[config.mk]
export PLATFORM = sky130hd
export DESIGN_NAME = tx_tone_sched_ctrl
export DESIGN_NICKNAME = d
export VERILOG_FILES = /design/src/rtl/tx_tone_pkg.sv /design/src/rtl/tx_tone_table.sv /design/src/rtl/tx_tone_sched_ctrl.sv
export SDC_FILE = /design/constraint.sdc
export NUM_CORES = 1
export LEC_CHECK = 0
export BUFFER_PORTS_ARGS = -buffer_cell sky130_fd_sc_hd__buf_2
export CORE_MARGIN = 5
export CORE_UTILIZATION = 62
export DETAILED_ROUTE_END_ITERATION = 16
export PLACE_DENSITY = 0.89
export SLEW_MARGIN = 40
export SYNTH_ARGS = -nofsm -noshare
export SYNTH_HDL_FRONTEND = slang
export SYNTH_HIERARCHICAL = 1
export SYNTH_SLANG_ARGS = --single-unit
[constraint.sdc]
create_clock -name clk_msk_in -period 10.4 [get_ports clk_msk_in]
set_input_delay 0.52 -clock clk_msk_in [delete_from_list [all_inputs] [get_ports clk_msk_in]]
set_output_delay 0.52 -clock clk_msk_in [all_outputs]
set_load 0.005 [all_outputs]
[src/rtl/tx_tone_pkg.sv]
// Shared types and defaults for the two-tone DDS sequencer.
package tx_tone_pkg;

  typedef enum logic [2:0] {
    IDLE   = 3'd0,
    LOAD   = 3'd1,
    FLUSH  = 3'd2,
    SETTLE = 3'd3,
    DWELL  = 3'd4
  } state_e;

  localparam int TBL_AW_DEF     = 3;
  localparam int FW_DEF         = 25;
  localparam int DW_DEF         = 16;
  localparam int FLUSH_CYC_DEF  = 4;
  localparam int SETTLE_CYC_DEF = 13;

  typedef struct packed {
    logic [FW_DEF-1:0] freq0;
    logic [FW_DEF-1:0] freq1;
    logic              sel;
    logic [DW_DEF-1:0] dwell;
  } tone_entry_t;

  localparam tone_entry_t ENTRY_RST = '0;
  localparam int          ENTRY_W   = $bits(tone_entry_t);

endpackage

[src/rtl/tx_tone_table.sv]
// Tone entry register file: sync write, combinational read.
module tx_tone_table
  import tx_tone_pkg::*;
#(
  parameter int AW = TBL_AW_DEF,
  parameter int EW = ENTRY_W
) (
  input  logic          clk_i,
  input  logic          rst_i,
  input  logic          we_i,
  input  logic [AW-1:0] waddr_i,
  input  logic [EW-1:0] wdata_i,
  input  logic [AW-1:0] raddr_i,
  output logic [EW-1:0] rdata_o
);

  localparam int DEPTH = 2**AW;

  logic [EW-1:0] mem_q [DEPTH];

  always_ff @(posedge clk_i) begin
    if (rst_i) begin
      for (int i = 0; i < DEPTH; i++)
        mem_q[i] <= '0;
    end else if (we_i) begin
      mem_q[waddr_i] <= wdata_i;
    end
  end

  assign rdata_o = mem_q[raddr_i];

endmodule

[src/rtl/tx_tone_sched_ctrl.sv]
// Walks the tone table: program DDS, flush, settle, then dwell.
module tx_tone_sched_ctrl
  import tx_tone_pkg::*;
#(
  parameter int TBL_AW     = TBL_AW_DEF,
  parameter int FW         = FW_DEF,
  parameter int DW         = DW_DEF,
  parameter int FLUSH_CYC  = FLUSH_CYC_DEF,
  parameter int SETTLE_CYC = SETTLE_CYC_DEF
) (
  input  logic              clk_msk_in,
  input  logic              logic_rst_in,
  input  logic              cfg_we,
  input  logic [TBL_AW-1:0] cfg_addr,
  input  logic [FW-1:0]     cfg_freq0,
  input  logic [FW-1:0]     cfg_freq1,
  input  logic              cfg_sel,
  input  logic [DW-1:0]     cfg_dwell,
  input  logic [TBL_AW:0]   num_entries,
  input  logic              loop_en,
  input  logic              start,
  input  logic              stop,
  output logic [FW-1:0]     dds_freq0,
  output logic [FW-1:0]     dds_freq1,
  output logic              dds_sel,
  output logic              dds_sclr,
  output logic              tone_valid,
  output logic [TBL_AW-1:0] tone_idx,
  output logic              busy,
  output logic              done,
  output logic [63:0]       debug_signal
);

  localparam int EW = 2*FW + 1 + DW;
  localparam int CW = 8;

  localparam logic [TBL_AW:0]   N_MAX   = (TBL_AW+1)'(2**TBL_AW);
  localparam logic [TBL_AW:0]   N_ONE   = (TBL_AW+1)'(1);
  localparam logic [TBL_AW-1:0] IDX_ONE = TBL_AW'(1);
  localparam logic [DW-1:0]     DW_ONE  = DW'(1);
  localparam logic [CW-1:0]     CNT_ONE = CW'(1);
  localparam logic [CW-1:0]     FL_LAST = CW'(FLUSH_CYC-1);
  localparam logic [CW-1:0]     ST_LAST = CW'(SETTLE_CYC-1);

  state_e            state_q;
  logic [FW-1:0]     freq0_q, freq1_q;
  logic              sel_q, sclr_q, valid_q;
  logic              busy_q, done_q;
  logic [TBL_AW-1:0] idx_q;
  logic [TBL_AW:0]   n_q;
  logic [DW-1:0]     dwell_q;
  logic [CW-1:0]     cnt_q;

  logic [EW-1:0]     rd;
  logic [FW-1:0]     rd_freq0, rd_freq1;
  logic              rd_sel;
  logic [DW-1:0]     rd_dwell;
  logic              last;

  tx_tone_table #(
    .AW (TBL_AW),
    .EW (EW)
  ) u_table (
    .clk_i   (clk_msk_in),
    .rst_i   (logic_rst_in),
    .we_i    (cfg_we),
    .waddr_i (cfg_addr),
    .wdata_i ({cfg_freq0, cfg_freq1, cfg_sel, cfg_dwell}),
    .raddr_i (idx_q),
    .rdata_o (rd)
  );

  assign rd_freq0 = rd[EW-1 -: FW];
  assign rd_freq1 = rd[DW+1 +: FW];
  assign rd_sel   = rd[DW];
  assign rd_dwell = rd[DW-1:0];
  assign last     = (({1'b0, idx_q} + N_ONE) == n_q);

  always_ff @(posedge clk_msk_in) begin
    if (logic_rst_in) begin
      state_q <= IDLE;
      freq0_q <= '0;
      freq1_q <= '0;
      sel_q   <= 1'b0;
      sclr_q  <= 1'b1;
      valid_q <= 1'b0;
      idx_q   <= '0;
      n_q     <= '0;
      busy_q  <= 1'b0;
      done_q  <= 1'b0;
      dwell_q <= '0;
      cnt_q   <= '0;
    end else begin
      done_q <= 1'b0;
      if (stop && state_q != IDLE) begin
        state_q <= IDLE;
        sclr_q  <= 1'b1;
        valid_q <= 1'b0;
        busy_q  <= 1'b0;
      end else begin
        unique case (state_q)
          IDLE: begin
            if (start && !stop) begin
              if (num_entries == '0) begin
                done_q <= 1'b1;
              end else begin
                n_q     <= (num_entries > N_MAX) ? N_MAX : num_entries;
                idx_q   <= '0;
                busy_q  <= 1'b1;
                state_q <= LOAD;
              end
            end
          end
          LOAD: begin
            freq0_q <= rd_freq0;
            freq1_q <= rd_freq1;
            sel_q   <= rd_sel;
            dwell_q <= (rd_dwell == '0) ? DW_ONE : rd_dwell;
            sclr_q  <= 1'b1;
            cnt_q   <= '0;
            state_q <= FLUSH;
          end
          FLUSH: begin
            if (cnt_q == FL_LAST) begin
              cnt_q   <= '0;
              sclr_q  <= 1'b0;
              state_q <= SETTLE;
            end else begin
              cnt_q <= cnt_q + CNT_ONE;
            end
          end
          SETTLE: begin
            if (cnt_q == ST_LAST) begin
              valid_q <= 1'b1;
              state_q <= DWELL;
            end else begin
              cnt_q <= cnt_q + CNT_ONE;
            end
          end
          DWELL: begin
            if (dwell_q == DW_ONE) begin
              valid_q <= 1'b0;
              if (!last) begin
                idx_q   <= idx_q + IDX_ONE;
                state_q <= LOAD;
              end else if (loop_en) begin
                idx_q   <= '0;
                state_q <= LOAD;
              end else begin
                done_q  <= 1'b1;
                busy_q  <= 1'b0;
                sclr_q  <= 1'b1;
                state_q <= IDLE;
              end
            end else begin
              dwell_q <= dwell_q - DW_ONE;
            end
          end
          default: state_q <= IDLE;
        endcase
      end
    end
  end

  assign dds_freq0  = freq0_q;
  assign dds_freq1  = freq1_q;
  assign dds_sel    = sel_q;
  assign dds_sclr   = sclr_q;
  assign tone_valid = valid_q;
  assign tone_idx   = idx_q;
  assign busy       = busy_q;
  assign done       = done_q;

  // flags = {busy, done, tone_valid, dds_sclr, dds_sel}
  assign debug_signal = 64'({state_q, idx_q, dwell_q,
                             busy_q, done_q, valid_q, sclr_q, sel_q});

endmodule

==> run summary, run 1 <==
Slowest stage delay, CP: 730 ps
Area delta synth->final: 10.60%
RSZ-0062 raised after global routing: false
Critical Path Start Type: flip-flop
Initial Util: 0.6265
Max-cap violations: 0
Setup Skew: 28.13 ps
Syn avg cell area: 13.65 sq um
Max transition margin: 0.3980
Final nets: 2234
CP Cell Sequence: buf_4, buf_4, mux4_1, mux2_4, nor3_1, a41oi_1, nor2_1, o21ai_1, a21oi_1
Worst Tran Pin Value: 903.0 ps
Status: complete, no violations
Gate count of the mapped netlist: 2083
Post-synthesis cell type count: 67
Post-DRT Antenna Nets: 0
Fin. max-slew vios: 0
Worst setup EP type: flip-flop
Num Clock Sinks: 625
Hold Path Class: input port to flip-flop
Chip height: 224.1 microns
Worst-path clk slew: 70 ps
Die Area: 50240 sq um
IO Pins: 202
Total GRT Usage: 0.3022
Yosys top cell area share: 0.5661
Vias/cell: 7.145
Vias in the first global route: 19520
Post-DP HPWL: 42040 microns
Post-synth top area cell: edfxtp_1
Worst setup margin: 6316 ps
First-pass iteration count of the detailed router: 5
Largest net degree at the start of global routing: 201
Final setup viols: 0
Final TNS setup: 0 ps
WL/cell: 28.99 microns
Critical Path RT: 10910 ps
Skew-Pair Late Insertion Delay: 610 ps
Synth Flop Type: edfxtp_1
CTS Buf Count: 58
Crit path max fanout: 33
PwrDens: 176.7 nW/um^2
Post-CTS Hold Buffers: 0
First-pass GRT wire length: 118100 microns
Seq cells post-synth: 625
Initial DRC Count: 4435
Layout cells sized above 1: 0.2344
Post-CTS Setup Inserts: 0
Pre-CTS setup slack: 6607 ps
Static Leak: 10.11 nW
Initial antenna violation count: 4
Top cells by area, synth: edfxtp_1 (57%), nor3_1 (9.4%), mux4_2 (9.3%), dfxtp_1 (6.3%), mux2_4 (3.2%)
Tmin final: 4084 ps
Clock root buffer: clkbuf_16
WL final: 81250 microns
Sequential element share of the synthesized area: 0.6288
Critical path's slowest cell: dfxtp_4
Fmax: 0.2449 GHz
GP Congestion: 0.8427
Std-Cell Rows: 78
Drc violations: 0
Clock tree from TritonCTS: done
Die width: 224.1 microns
H-Tree Level Count: 2
Buffers on Ports: 164
CP Class: flip-flop to flip-flop
Hold Vio Cnt, Final: 0
Worst path arrival time: 4600 ps
Crit-path most repeated cell: buf_4
Ys Warns: 6
Number of synthesized flops with an enable pin: 536
Grt total ovfl: 0
Pwr Total: 5.557 mW
Post-synth top cells: edfxtp_1 (536), nor3_1 (536), nand2_1 (140)
Mapped Area: 28430 sq um
Ys async rst share: 0
Tcrit/Tclk final: 0.3927
Post-CTS sizing: 0
CORE AREA: 45380 sq um
Via Count: 20030
Maximum vdd drop: 0.1365 mV
Hold slack: 217.2 ps
Max Buffers Root-to-Sink: 3
cell families (layout without fill, tap and decap cells):
family                   count (synthesis)  count (layout)  synth area share
AND/OR/NAND/NOR                        791             791            0.1388
adder cells (fa/ha/maj)                  5               5          0.002201
multiplexers                           203             203            0.1434
flip-flops                             625             625            0.6288
buffers and inverters                  308             386           0.05369
AO/OA/AOI/OAI                          141             141           0.03019
other                                    1              43         0.0001319
XOR/XNOR                                 9               9          0.002772
cell type report:
class	count	area, sq um
Antenna cell	6	15.01
Inverter	78	292.8
Timing Repair Buffer	200	1235
Clock buffer	80	1665
Sequential cell	625	17890
Fill cell	2745	13940
Tap cell	600	750.7
Clock inverter	28	294.0
Multi-Input combinational cell	1186	9301
worst max-delay path: cells and delay by family, from the launching register on:
| kind | cells | cell delay, ps |
|---|---|---|
| compound gates | 3 | 500 |
| mux | 2 | 970 |
| buf+inv | 2 | 1310 |
| simple gates | 2 | 440 |
| flops | 1 | 730 |
sequential cells by signal (all words and copies together), names as in the netlist:
| register | count |
|---|---|
| dds_freq1 | 25 |
| u_table/mem_q | 536 |
| state_q | 3 |
| dwell_q | 16 |
| busy | 1 |
| n_q | 4 |
| cnt_q | 8 |
| dds_freq0 | 25 |
| tone_idx | 3 |
| dds_sel | 1 |
| dds_sclr | 1 |
| tone_valid | 1 |
| done | 1 |
per-stage QoR:
step | instance area (sq um) | std cells | util
after floorplan | 28560 | 2119 | -
after global routing | 31430 | 2799 | 0.6926
after detailed placement | 29390 | 2687 | 0.6477
after CTS | 31350 | 2795 | 0.6908
after global placement | 29280 | 2683 | 0.6452
final | 31440 | 2803 | 0.6929
cell usage in the layout (no fill, tap or decap), types with 12 or more instances in the layout:
master       n
a21oi_1     74
buf_2      163
buf_4       19
clkbuf_16   59
clkbuf_8    13
clkinv_1    75
conb_1      37
dfxtp_1     86
edfxtp_1   536
mux2_4      60
mux4_1      16
mux4_2     118
nand2_1    139
nor2_1      34
nor3_1     535
nor3_2      12
o21ai_0     18
report_power, final:
part,internal (mW),switching [mW],leakage [nW]
clock,1.26,0.951,0.956
combinational,0.128,0.284,3.30
sequential,2.87,0.0647,5.86
metal layers:
layer	up-vias	part of all wire	wire, microns	global-route usage
li1	8015	-	-	-
met1	9470	0.32	26310	0.3980
met2	2195	0.48	39000	0.4917
met3	348	0.15	11840	0.06945
met4	0	0.050	4101	0.1275
met5	-	0	0	0
worst paths after layout:
check | start | to | slack, ps | cells past startpoint
worst max-delay path | tone_idx[0] | dwell_q[0] | 6320 | 9
worst max register to register | tone_idx[0] | dwell_q[0] | 6320 | 9
worst min-delay path | num_entries[2] | n_q[2] | 220 | 3
worst min register to register | dds_freq0[20] | dds_freq0[20] | 450 | 2
Power figures use the tool's default switching activity.
==> run 2: changes to the inputs <==
- CORE_UTILIZATION: 62 -> 55
- PLACE_DENSITY: 0.89 -> 0.84
- clock period: 10.4 -> 3.3 ns (I/O delays scaled with it)
==> run 2 against run 1 <==
Final area grew 0.89%. Via count shrank 6.2%. Non-clock buffer count grew 19. Die area grew 12%. Clock-buffer cell count grew 4. Critical endpoint unchanged. Highest routed layer unchanged.
==> run summary, run 2 (same netlist as run 1, synthesis figures left out) <==
Max Buffers Root-to-Sink: 3
Final Instance Area: 31720 sq um
Worst Tran Pin Value: 848.7 ps
Chip height: 237.4 microns
Crit path max fanout: 24
First-pass iteration count of the detailed router: 5
Worst setup EP type: flip-flop
Hold path start: cfg_dwell[15]
Placed inst area: 29700 sq um
Tmin final: 2592 ps
Grt total ovfl: 0
Setup Skew: 17.13 ps
WL final: 73170 microns
Most frequent cells in the layout: edfxtp_1 (536), nor3_1 (535), buf_2 (163), nand2_1 (139), mux4_2 (118)
Fmax: 0.3858 GHz
GP Congestion: 0.8302
CORE AREA: 51300 sq um
WL/cell: 25.24 microns
Top reg by flops: u_table/mem_q
Post-CTS Setup Inserts: 0
Worst-path clk slew: 60 ps
Critical path's slowest cell: dfxtp_4
IO Pins: 202
Fill cells: 3493
Clock root buffer: clkbuf_16
Vias in the first global route: 18960
Die Area: 56340 sq um
Static Leak: 10.20 nW
Buffers on Ports: 164
Post-DRT Antenna Nets: 0
Switch share: 0.2286
PwrDens: 539.8 nW/um^2
CP Class: flip-flop to flip-flop
Area delta synth->final: 11.58%
Critical Path Start Type: flip-flop
Pwr Total: 17.12 mW
Hold Path Class: input port to flip-flop
P_sw: 3.915 mW
Flop pwr share: 0.537
Clock power frac: 0.388
Drc violations: 0
CP Cell Sequence: buf_12, mux4_2, mux2_2, nor4_1, a41oi_1, nand2_1, nand3_1, a21oi_1
H-Tree Level Count: 2
Comb power frac: 0.075
Final nets: 2254
Total GRT Usage: 0.2565
R2r setup slk: 710 ps
Clock tree from TritonCTS: done
Post-DP HPWL: 39850 microns
R2r worst-path depth: 8
RSZ-0062 raised after global routing: false
Layout cells sized above 1: 0.2341
Most common cell after layout, fill and taps aside: edfxtp_1
Final TNS setup: 0 ps
Slowest stage delay, CP: 560 ps
Min-Delay Endpoint: u_table/mem_q[0][15]
Max reg flops: 536
Vias/cell: 6.481
Final setup viols: 0
Largest net degree at the start of global routing: 136
Worst r2r src: tone_idx[0]
Hold path cells: 3
Initial antenna violation count: 2
Hold Vio Cnt, Final: 0
Die width: 237.4 microns
Worst path arrival time: 3120 ps
Pre-CTS setup slack: 523.9 ps
First-pass GRT wire length: 113600 microns
Num Clock Sinks: 625
CTS Buf Count: 59
Status: complete, no violations
Initial Util: 0.5542
Skew-Pair Late Insertion Delay: 620 ps
Fin. max-slew vios: 0
Critical Path RT: 3830 ps
R2R Path End: dwell_q[0]
Max-cap violations: 0
Std-Cell Rows: 83
Max transition margin: 0.4342
Initial DRC Count: 2489
Via Count: 18790
Tcrit/Tclk final: 0.7855
Worst setup margin: 707.7 ps
P_int: 13.21 mW
Maximum vdd drop: 0.3726 mV
-- run 2: metal layers --
| layer | track usage | vias to the layer above | part of all wire |
|---|---|---|---|
| li1 | - | 8058 | - |
| met1 | 0.3470 | 9163 | 0.36 |
| met2 | 0.4253 | 1366 | 0.50 |
| met3 | 0.04235 | 200 | 0.10 |
| met4 | 0.09585 | 0 | 0.039 |
| met5 | 0 | - | 0 |
-- run 2: critical path: cells and delay by family, from the launching register on --
kind | cells | cell delay [ps]
flip-flops | 1 | 560
multiplexers | 2 | 850
AO/OA/AOI/OAI | 2 | 350
buffers and inverters | 1 | 260
AND/OR/NAND/NOR | 3 | 470
-- run 2: cell type report --
cell class / count / area (sq um) / area share
antenna: 2 / 5.005 / 0.0001578
sequential: 625 / 17890 / 0.5639
timing repair buffer: 219 / 1514 / 0.04772
inverter: 78 / 292.8 / 0.009229
clock buffer: 84 / 1672 / 0.05269
multi-input combinational: 1186 / 9289 / 0.2928
tap: 680 / 850.8 / 0.02682
clock inverter: 25 / 211.5 / 0.006666
-- run 2: power groups by stage --
stage | Combinational [mW] | Clock, mW | Sequential, mW
5_1_grt | 1.36 | 7.05 | 9.22
4_1_cts | 1.27 | 6.67 | 9.19
3_3_place_gp | 1.22 | 0 | 9.30
3_5_place_dp | 1.25 | 0 | 9.34
6_report | 1.29 | 6.64 | 9.19
2_1_floorplan | 0.821 | 0 | 9.30
-- run 2: how the worst max path moves through the flow --
| stage | start | endpoint | cells past startpoint |
|---|---|---|---|
| after floorplan | cfg_addr[1] | u_table/mem_q[0][0] | 5 |
| after global placement | tone_idx[0] | tone_idx[1] | 6 |
| after detailed placement | tone_idx[0] | tone_idx[1] | 6 |
| after CTS | tone_idx[0] | tone_idx[1] | 6 |
| after global routing | tone_idx[0] | dwell_q[0] | 8 |
| final | tone_idx[0] | dwell_q[0] | 8 |
-- run 2: timing repair --
item                                   in CTS  in global routing
gates resized for setup                     0                  0
hold buffers                                8                  0
endpoints found under the hold margin      15                  0
-- run 2: per-stage QoR --
step	hold WS [ps]	instances	util
2_1_floorplan	313.3	2119	-
3_3_place_gp	442.2	2777	0.5789
3_5_place_dp	435.4	2777	0.5789
4_1_cts	1.046	2894	0.6172
5_1_grt	23.70	2897	0.6183
6_report	26.19	2899	0.6184
